$ cat src/rtl/alu_issue_stage.sv
// Issue stage: a command FIFO feeds operand flops that drive an external ALU.
// The result is captured after one settle cycle and held until it is consumed.
module alu_issue_stage #(
  parameter int DEPTH = 4
) (
  input  logic                     clk,
  input  logic                     rst,
  input  logic                     in_valid,
  output logic                     in_ready,
  input  logic [31:0]              in_a,
  input  logic [31:0]              in_b,
  input  logic [4:0]               in_op,
  input  logic [3:0]               in_tag,
  output logic [31:0]              alu_a,
  output logic [31:0]              alu_b,
  output logic [4:0]               alu_s,
  input  logic [31:0]              alu_out,
  input  logic [31:0]              alu_mulhi,
  input  logic                     alu_carry,
  output logic                     res_valid,
  input  logic                     res_ready,
  output logic [31:0]              res_data,
  output logic [31:0]              res_hi,
  output logic                     res_carry,
  output logic                     res_zero,
  output logic                     res_dz,
  output logic [3:0]               res_tag,
  output logic [$clog2(DEPTH):0]   cmd_count
);

  // state | meaning
  // IDLE  | no command in the ALU; pop as soon as the FIFO holds one
  // EXEC  | operands on the ALU, result settling; captured on this edge
  // HOLD  | result presented, waiting for res_ready
  typedef enum logic [1:0] {IDLE, EXEC, HOLD} state_t;

  localparam int              AW       = $clog2(DEPTH);
  localparam logic [AW:0]     FULL     = (AW+1)'(DEPTH);
  localparam logic [AW:0]     CNT_ONE  = (AW+1)'(1);
  localparam logic [AW-1:0]   PTR_ONE  = AW'(1);
  localparam logic [4:0]      OP_DIV   = 5'd3;

  state_t         state;
  logic [31:0]    fifo_a   [DEPTH];
  logic [31:0]    fifo_b   [DEPTH];
  logic [4:0]     fifo_op  [DEPTH];
  logic [3:0]     fifo_tag [DEPTH];
  logic [AW-1:0]  wr_ptr;
  logic [AW-1:0]  rd_ptr;
  logic [3:0]     op_tag;
  logic           push;
  logic           pop;
  logic           nonempty;
  logic           res_fire;

  assign in_ready = (cmd_count != FULL);
  assign push     = in_valid && in_ready;
  assign nonempty = (cmd_count != '0);
  assign res_fire = res_valid && res_ready;
  // Occupancy is taken before this edge's push, so a command never bypasses the FIFO.
  assign pop      = nonempty && ((state == IDLE) || ((state == HOLD) && res_fire));

  always_ff @(posedge clk) begin
    if (push && !rst) begin
      fifo_a[wr_ptr]   <= in_a;
      fifo_b[wr_ptr]   <= in_b;
      fifo_op[wr_ptr]  <= in_op;
      fifo_tag[wr_ptr] <= in_tag;
    end
  end

  always_ff @(posedge clk) begin
    if (rst) begin
      wr_ptr    <= '0;
      rd_ptr    <= '0;
      cmd_count <= '0;
    end else begin
      if (push) wr_ptr <= wr_ptr + PTR_ONE;
      if (pop)  rd_ptr <= rd_ptr + PTR_ONE;
      case ({push, pop})
        2'b10:   cmd_count <= cmd_count + CNT_ONE;
        2'b01:   cmd_count <= cmd_count - CNT_ONE;
        default: cmd_count <= cmd_count;
      endcase
    end
  end

  always_ff @(posedge clk) begin
    if (rst) begin
      state     <= IDLE;
      alu_a     <= '0;
      alu_b     <= '0;
      alu_s     <= '0;
      op_tag    <= '0;
      res_valid <= 1'b0;
      res_data  <= '0;
      res_hi    <= '0;
      res_carry <= 1'b0;
      res_zero  <= 1'b0;
      res_dz    <= 1'b0;
      res_tag   <= '0;
    end else begin
      if (pop) begin
        alu_a  <= fifo_a[rd_ptr];
        alu_b  <= fifo_b[rd_ptr];
        alu_s  <= fifo_op[rd_ptr];
        op_tag <= fifo_tag[rd_ptr];
      end
      case (state)
        IDLE: begin
          if (pop) state <= EXEC;
        end
        EXEC: begin
          res_data  <= alu_out;
          res_hi    <= alu_mulhi;
          res_carry <= alu_carry;
          res_zero  <= (alu_out == 32'h0);
          res_dz    <= (alu_s == OP_DIV) && (alu_b == 32'h0);
          res_tag   <= op_tag;
          res_valid <= 1'b1;
          state     <= HOLD;
        end
        HOLD: begin
          if (res_fire) begin
            res_valid <= 1'b0;
            state     <= pop ? EXEC : IDLE;
          end
        end
        default: begin
          res_valid <= 1'b0;
          state     <= IDLE;
        end
      endcase
    end
  end

endmodule

$ cat config.mk
export PLATFORM = sky130hd
export DESIGN_NAME = alu_issue_stage
export DESIGN_NICKNAME = d
export VERILOG_FILES = /design/src/rtl/alu_issue_stage.sv
export SDC_FILE = /design/constraint.sdc
export NUM_CORES = 1
export LEC_CHECK = 0
export ABC_AREA = 1
export CELL_PAD_IN_SITES_DETAIL_PLACEMENT = 2
export CELL_PAD_IN_SITES_GLOBAL_PLACEMENT = 2
export CORE_ASPECT_RATIO = 0.9
export CORE_MARGIN = 2
export CORE_UTILIZATION = 31
export DETAILED_ROUTE_END_ITERATION = 7
export GPL_TIMING_DRIVEN = 1
export PLACE_DENSITY_LB_ADDON = 0.1
export REMOVE_ABC_BUFFERS = 1
export SLEW_MARGIN = 40
export SYNTH_ARGS = -nofsm -noshare
export SYNTH_HDL_FRONTEND = slang
export SYNTH_SLANG_ARGS = --single-unit
$ cat constraint.sdc
create_clock -name clk -period 5.65 [get_ports clk]
set_input_delay 1.695 -clock clk [delete_from_list [all_inputs] [get_ports clk]]
set_output_delay 1.695 -clock clk [all_outputs]
set_load 0.01 [all_outputs]
# Yosys cells after proc, flatten, opt, wreduce, memory -nomap -nowiden
# Memory sizes are Yosys's and may differ from the RTL's. A register that Yosys moved wholly into a read port is not among the register bits.
# Cells that the tools add are included.
# W data, S select, Z words.
# classes
n_addsub	4
eq_ne	8
muxes	9
bitwise_logic	1
n_reduce_logical	15
# ops
operator	count
$logic_not A32 Y1	2
$logic_and A1 B1 Y1	6
$pmux W2 S3	1
$pmux W3 S2	1
$eq A5 B2 Y1 const B	1
$add A2 B1 Y2 const B	2
$eq A2 B1 Y1 const B	2
$eq A2 B2 Y1 const B	2
$mux W1	4
$mux W2	2
$ne A2 B2 Y1 const B	2
$reduce_and A2 Y1	2
$add A3 B1 Y3 const B	1
$ne A3 B3 Y1 const B	1
$pmux W1 S3	1
$reduce_bool A3 Y1	1
$sub A3 B1 Y3 const B	1
$logic_not A2 Y1	1
$reduce_bool A2 Y1	1
$logic_not A1 Y1	1
$logic_or A1 B1 Y1	1
$not A1 Y1	1
# totals
ff_bits	81
mem_bits_rw	292
input_bits	142
output_inout_bits	145
elab_cells	52
memories	4
# mem_list
memory	depth	width	read_ports	rd_clocked_by_memory_dff	write_ports	line_no	rtl
fifo_a	4	32	1	1	1	44	logic [31:0] fifo_a [DEPTH];
fifo_b	4	32	1	1	1	45	logic [31:0] fifo_b [DEPTH];
fifo_op	4	5	1	1	1	46	logic [4:0] fifo_op [DEPTH];
fifo_tag	4	4	1	1	1	47	logic [3:0] fifo_tag [DEPTH];

# Longest topological paths before layout
# Gate-level depths: netlist of run 1.
# logic_depth
depth_word	7
mapped_depth	13
ltp_nobuf	11

# Worst setup path before layout of run 1
# OpenSTA, ideal clock, no wires.
# synth_timing
path_kind	input -> register
from	input port rst
to	memory fifo_a[0][0], enable pin
setup_time_ps	505
arrival_ps	5200
t_required_ps	5145
setup_slack_ps	-55
stages	4
path_buffers	1
cell_sequence	inv_2 -> clkbuf_1 -> nand3_1 -> nor2_1
# synth_between
elab_chain_cells	4
# synth_lines
item	line_no	rtl
start: declaration	7	input logic rst,
$logic_not A1 Y1	64	if (push && !rst) begin
$logic_and A1 B1 Y1	64	
$mux W1	64	
$mux W1 (implied by the code)	65	fifo_a[wr_ptr] <= in_a;
end: declaration	44	
# No other way between the ends.

==> results of run 1 <==
[registers in the layout, indices dropped and copies added (netlist names)]
register and count:
res_dz 1, rd_ptr 2, res_valid 1, op_tag 4, cmd_count 3, res_tag 4
fifo_b 128, fifo_tag 16, res_carry 1, res_data 32, fifo_a 128, fifo_op 20
alu_b 32, alu_a 32, res_zero 1, alu_s 5, res_hi 32, state 2
wr_ptr 2
[synthesized netlist by cell type, drive strengths merged]
master	instances
o21ai	294
nand2	23
buf	56
edfxtp	292
nor3	1
clkbuf	39
nand3	9
o22ai	73
nor2	471
a211oi	1
fa	1
ha	5
nand4	2
dfxtp	154
inv	24
a21oi	14
[cells by family after synthesis]
logic type,share of synthesized area
simple gates,0.116
buf+inv,0.0379
fa+ha+maj,0.00498
compound gates,0.127
flops,0.714
[path summary, 6_finish.rpt]
kind               endpoint
setup reg to reg  alu_a[30]
hold / removal     res_zero
setup / recovery  alu_a[30]
hold reg to reg    res_zero
[critical path, delay by kind of cell]
kind,cells,cell delay (ns)
buffers and inverters,4,2.13
AOI/OAI and AO/OA,1,0.26
and+or+nand+nor,1,0.17
[routing by layer]
layer  vias up  routed length [um]  track usage  share of wire
li1       5634                   -            -              -
met2       238               25100        0.318           0.49
met4         8                 912       0.0462          0.018
met3        74                2630       0.0355          0.052
met5         -                  53            0         0.0010
met1      5936               22300        0.229           0.44
[area by class of cell]
type                       instances  area [um^2]  share of cell area
sequential                       446        11900               0.544
multi-input combinational        894         4160               0.191
timing repair buffer             305         3090               0.142
clock buffer                      71         1420              0.0651
tap                              697          872              0.0400
clock inverter                    21          304              0.0139
inverter                          24          104             0.00476
antenna                            3         7.51            0.000344
[metrics by stage]
stage          setup TNS (ns)  hold WS (ns)  cells
4_1_cts                     0         0.488   2458
2_1_floorplan         -222.32         0.450   1364
5_1_grt                     0         0.512   2458
3_3_place_gp                0         0.465   2366
3_5_place_dp                0         0.478   2366
6_report                    0         0.484   2461
[power by group through the flow]
stage	Sequential [uW]	Combinational, uW	Clock (uW)
finish	4380	3590	3410
global placement	4440	3570	0
floorplan	4570	1630	0
global route	4450	4040	3630
detailed placement	4450	3680	0
CTS	4400	3710	3520
==> results.cfg, run 1 <==
[outcome]
status = finished clean

[setup_path]
crit_arrival_ns = 4.39
critPathMaxFanout = 64
r2r-start = rd_ptr[0]
endpoint_kind = register
criticalPathCategory = input pin to register
worst_path_max_delay_cell = buf_4
path_common_cell = buf_4
reg2reg_slack_ns = 3.22
required_ns = 6.17
worstSetupStartpoint = rst
slowest_delay_ns = 0.69
r2r_cells = 6
critPathLaunchType = input pin
crit_chain = clkdlybuf4s50_1, inv_4, buf_4, buf_4, o21ai_0, nor2_1

[die]
core_um2 = 53000
die_area_um2 = 55400
rows = 80
die_w_um = 248
die_height_um = 223
io_pins = 287
initial_core_util = 0.313

[timing]
max_freq_ghz = 0.258
relSlewSlack = 0.458
worst_pin_slew_ns = 0.813
finalCritPeriodShare = 0.686
rsz0062_at_grt = false
hold_viol = 0
fin_crit_ns = 3.87
skew_ns = 0.0180
worst_slack_ns = 1.78
setup_viol = 0
drv_slew = 0

[cells_and_area]
num-nets-final = 1868
design_area_um2 = 21800
mostFrequentLayoutCells = 466 x nor2_1, 292 x edfxtp_1, 286 x clkdlybuf4s50_1
areaGrowthSynthToFinish_pct = 31.5
final_util = 0.412
final_common_cell = nor2_1
drive_gt1_frac = 0.0789
n_fill_cell = 5499

[yosys]
synth_seq_cells = 446
yosys-top-cells-area = edfxtp_1 53%, dfxtp_1 19%, nor2_1 11%, o21ai_0 6.9%, o22ai_1 2.8%
synth_cell_types = 26
syn_inst = 1459
yosysTopAreaCell = edfxtp_1
synth_top_area_share = 0.528
syn_area_um2 = 16600
yosysSeqAreaShare = 0.714
yosysWarnings = 0
syn_area_per_cell_um2 = 11.4

[detailed_routing]
drt_wl_total_mm = 51.0
drtIter0Drc = 378
routed_via_density = 4.83
via_count = 11900
drtPass1Iterations = 4
wire_per_inst_um = 20.7
drc = 0
ant_nets = 0

[worst_hold_path]
hold_depth = 2
hp-start = res_zero
hold_class = register to register

[global_routing]
grt_pass1_vias = 12800
grt_max_degree = 109
grt_pass1_wl_mm = 76.8
track_usage = 0.182
grt-ovfl-total = 0
antenna_found_initial = 5

[placed_design]
gp_congestion = 0.725
place_hpwl_mm = 29.9
post_dp_cell_area_um2 = 20100
dp_slack_ns = 1.10
portBuffers = 286

[clocking]
postCtsSetupRepairBufs = 0
cts_sinks = 446
cts-hold-fix-buffers = 0
cts_tree = done
clk-insertion-delay-late_ns = 0.59
cts_inserted_buffers = 49
cts-root-buf = clkbuf_16
cts.path.max_buffers = 3
clk_pin_slew_ns = 0.06
htreeDepth = 2
cts_resized = 0

[power]
p_total_uw = 11400
p_switching_uw = 3900
power_frac_clock = 0.299
internal-power_uw = 7470
comb_power_share = 0.316
leakage_uw = 0.00764
p_per_area_nw_per_um2 = 522
power_frac_seq = 0.385
ir_worst_vdd_uv = 287
sw_frac_of_total = 0.343

[flow_run]
drv_cap = 0
No activity file was read; power rests on OpenSTA's default activity.
==> inputs of run 2 (changes only) <==
CORE_UTILIZATION = 34   (was 31)
clock period = 3.8 ns   (was 5.65 ns; I/O delays follow)
==> run 2 against run 1 <==
  * Clock power increased by 43%
  * Clock skew decreased by 0.0017 ns
  * Power increased by 47%
  * Global-route usage increased by 1.5 points
  * Sequential cell count unchanged
  * Largest power group unchanged
  * Routed wire length decreased by 2.9%
  * Setup slack got worse by 0.88 ns
==> results.cfg, run 2 (synthesized netlist as in run 1, its figures left out) <==
[setup_path]
crit_arrival_ns = 1.77
critPathLaunchType = register
criticalPathCategory = register to primary output
endpoint_kind = primary output
r2r-start = rd_ptr[0]
worstSetupStartpoint = cmd_count[1]
critPathMaxFanout = 3
required_ns = 2.66

[global_routing]
antenna_found_initial = 5
grt_pass1_vias = 13100
grt_pass1_wl_mm = 76.6
track_usage = 0.196
grt-ovfl-total = 0
grt_max_degree = 150

[timing]
fin_crit_ns = 2.91
setup_viol = 0
finalCritPeriodShare = 0.765
worst_pin_slew_ns = 0.760
max_freq_ghz = 0.344
hold_viol = 0
rsz0062_at_grt = false
skew_ns = 0.0164
drv_slew = 0
tns_ns = 0
relSlewSlack = 0.493

[worst_hold_path]
hold_class = register to register
hp-start = op_tag[0]

[die]
die_area_um2 = 50600
io_pins = 287
die_height_um = 214
core_um2 = 48000
initial_core_util = 0.346
die_w_um = 237
rows = 76

[power]
leakage_uw = 0.00764
internal-power_uw = 11000
power_frac_clock = 0.291
p_total_uw = 16700
comb_power_share = 0.323
p_switching_uw = 5770
ir_worst_vdd_uv = 515
power_frac_seq = 0.387
p_per_area_nw_per_um2 = 771
sw_frac_of_total = 0.345

[flow_run]
drv_cap = 0

[detailed_routing]
drtIter0Drc = 513
drtPass1Iterations = 4
wl_met1_mm = 21.5
route.met2.wl_mm = 24.5
drt_wl_total_mm = 49.5
drc = 0
via_count = 12000
routed.top_layer = met5
wl_met3_mm = 2.50
ant_nets = 0
wire_per_inst_um = 20.7
routed_via_density = 5.02

[cells_and_area]
final_common_cell = nor2_1
design_area_um2 = 21700
areaGrowthSynthToFinish_pct = 30.8
n_fill_cell = 4839
largestRegisters = fifo_a x128, fifo_b x128
num-nets-final = 1870
drive_gt1_frac = 0.0805
mostFrequentLayoutCells = 466 x nor2_1, 292 x edfxtp_1, 286 x clkdlybuf4s50_1

[clocking]
cts_resized = 0
clk_pin_slew_ns = 0.06
htreeDepth = 2
postCtsSetupRepairBufs = 0
cts.path.max_buffers = 3
cts_inserted_buffers = 49
cts_sinks = 446
cts_tree = done
cts-root-buf = clkbuf_16
cts-hold-fix-buffers = 0
clk-insertion-delay-late_ns = 0.60

[outcome]
status = finished clean

[placed_design]
post_dp_cell_area_um2 = 20000
gp_congestion = 0.696
place_hpwl_mm = 29.3
portBuffers = 286
## run 2: changes by cell type in the layout (fill, tap and decap cells not counted)
| cell | previous run | this run |
|---|---|---|
| clkbuf_8 | 9 | 10 |
| clkinv_2 | 7 | 10 |
| inv_16 | 0 | 1 |
| clkbuf_1 | 12 | 11 |
| bufinv_16 | 7 | 4 |
| inv_8 | 1 | 0 |
| buf_4 | 10 | 9 |
| inv_6 | 1 | 2 |
| inv_2 | 5 | 6 |
| inv_4 | 2 | 1 |
| buf_12 | 6 | 9 |
| clkinv_8 | 2 | 1 |
## run 2: final timing paths
path / end / slack (ns) / depth (start not counted)
worst max-delay path: in_ready / 0.89 / 3
worst min-delay path: res_tag[0] / 0.48 / 2
worst max register to register: alu_a[9] / 1.58 / 6
worst min register to register: res_tag[0] / 0.48 / 2
## run 2: worst max-delay path: stages, from the launching register on
cell	delay, ns
dfxtp_1	0.38
inv_2	0.08
nand3_1	0.15
clkdlybuf4s50_1	0.57
## run 2: routing by layer
| layer | GRT usage | up-vias |
|---|---|---|
| met5 | 0 | - |
| met1 | 0.243 | 6060 |
| met3 | 0.0394 | 64 |
| met4 | 0.0554 | 6 |
| met2 | 0.350 | 244 |
| li1 | - | 5627 |
## run 2: final cells by class
type | count | area [um^2] | share of cell area
Antenna cell | 3 | 7.51 | 0.000346
Sequential cell | 446 | 11900 | 0.546
Multi-Input combinational cell | 894 | 4160 | 0.192
Clock buffer | 71 | 1430 | 0.0659
Tap cell | 624 | 781 | 0.0360
Timing Repair Buffer | 307 | 3140 | 0.145
Clock inverter | 21 | 233 | 0.0107
Inverter | 24 | 98.8 | 0.00455
## run 2: metrics by stage
stage	util	setup slack, ns	cells	hold slack (ns)
floorplan	-	-2.06	1364	0.450
global placement	0.417	0.474	2295	0.464
detailed placement	0.417	0.476	2295	0.469
CTS	0.452	0.819	2387	0.482
global route	0.452	0.795	2387	0.509
finish	0.452	0.892	2390	0.475
## run 2: power groups by stage
stage          clock (uW)  combinational (uW)  sequential (uW)
2_1_floorplan           0                2430             6800
3_3_place_gp            0                5320             6540
3_5_place_dp            0                5510             6580
4_1_cts              5040                5560             6490
5_1_grt              5210                6040             6580
6_report             4870                5400             6470
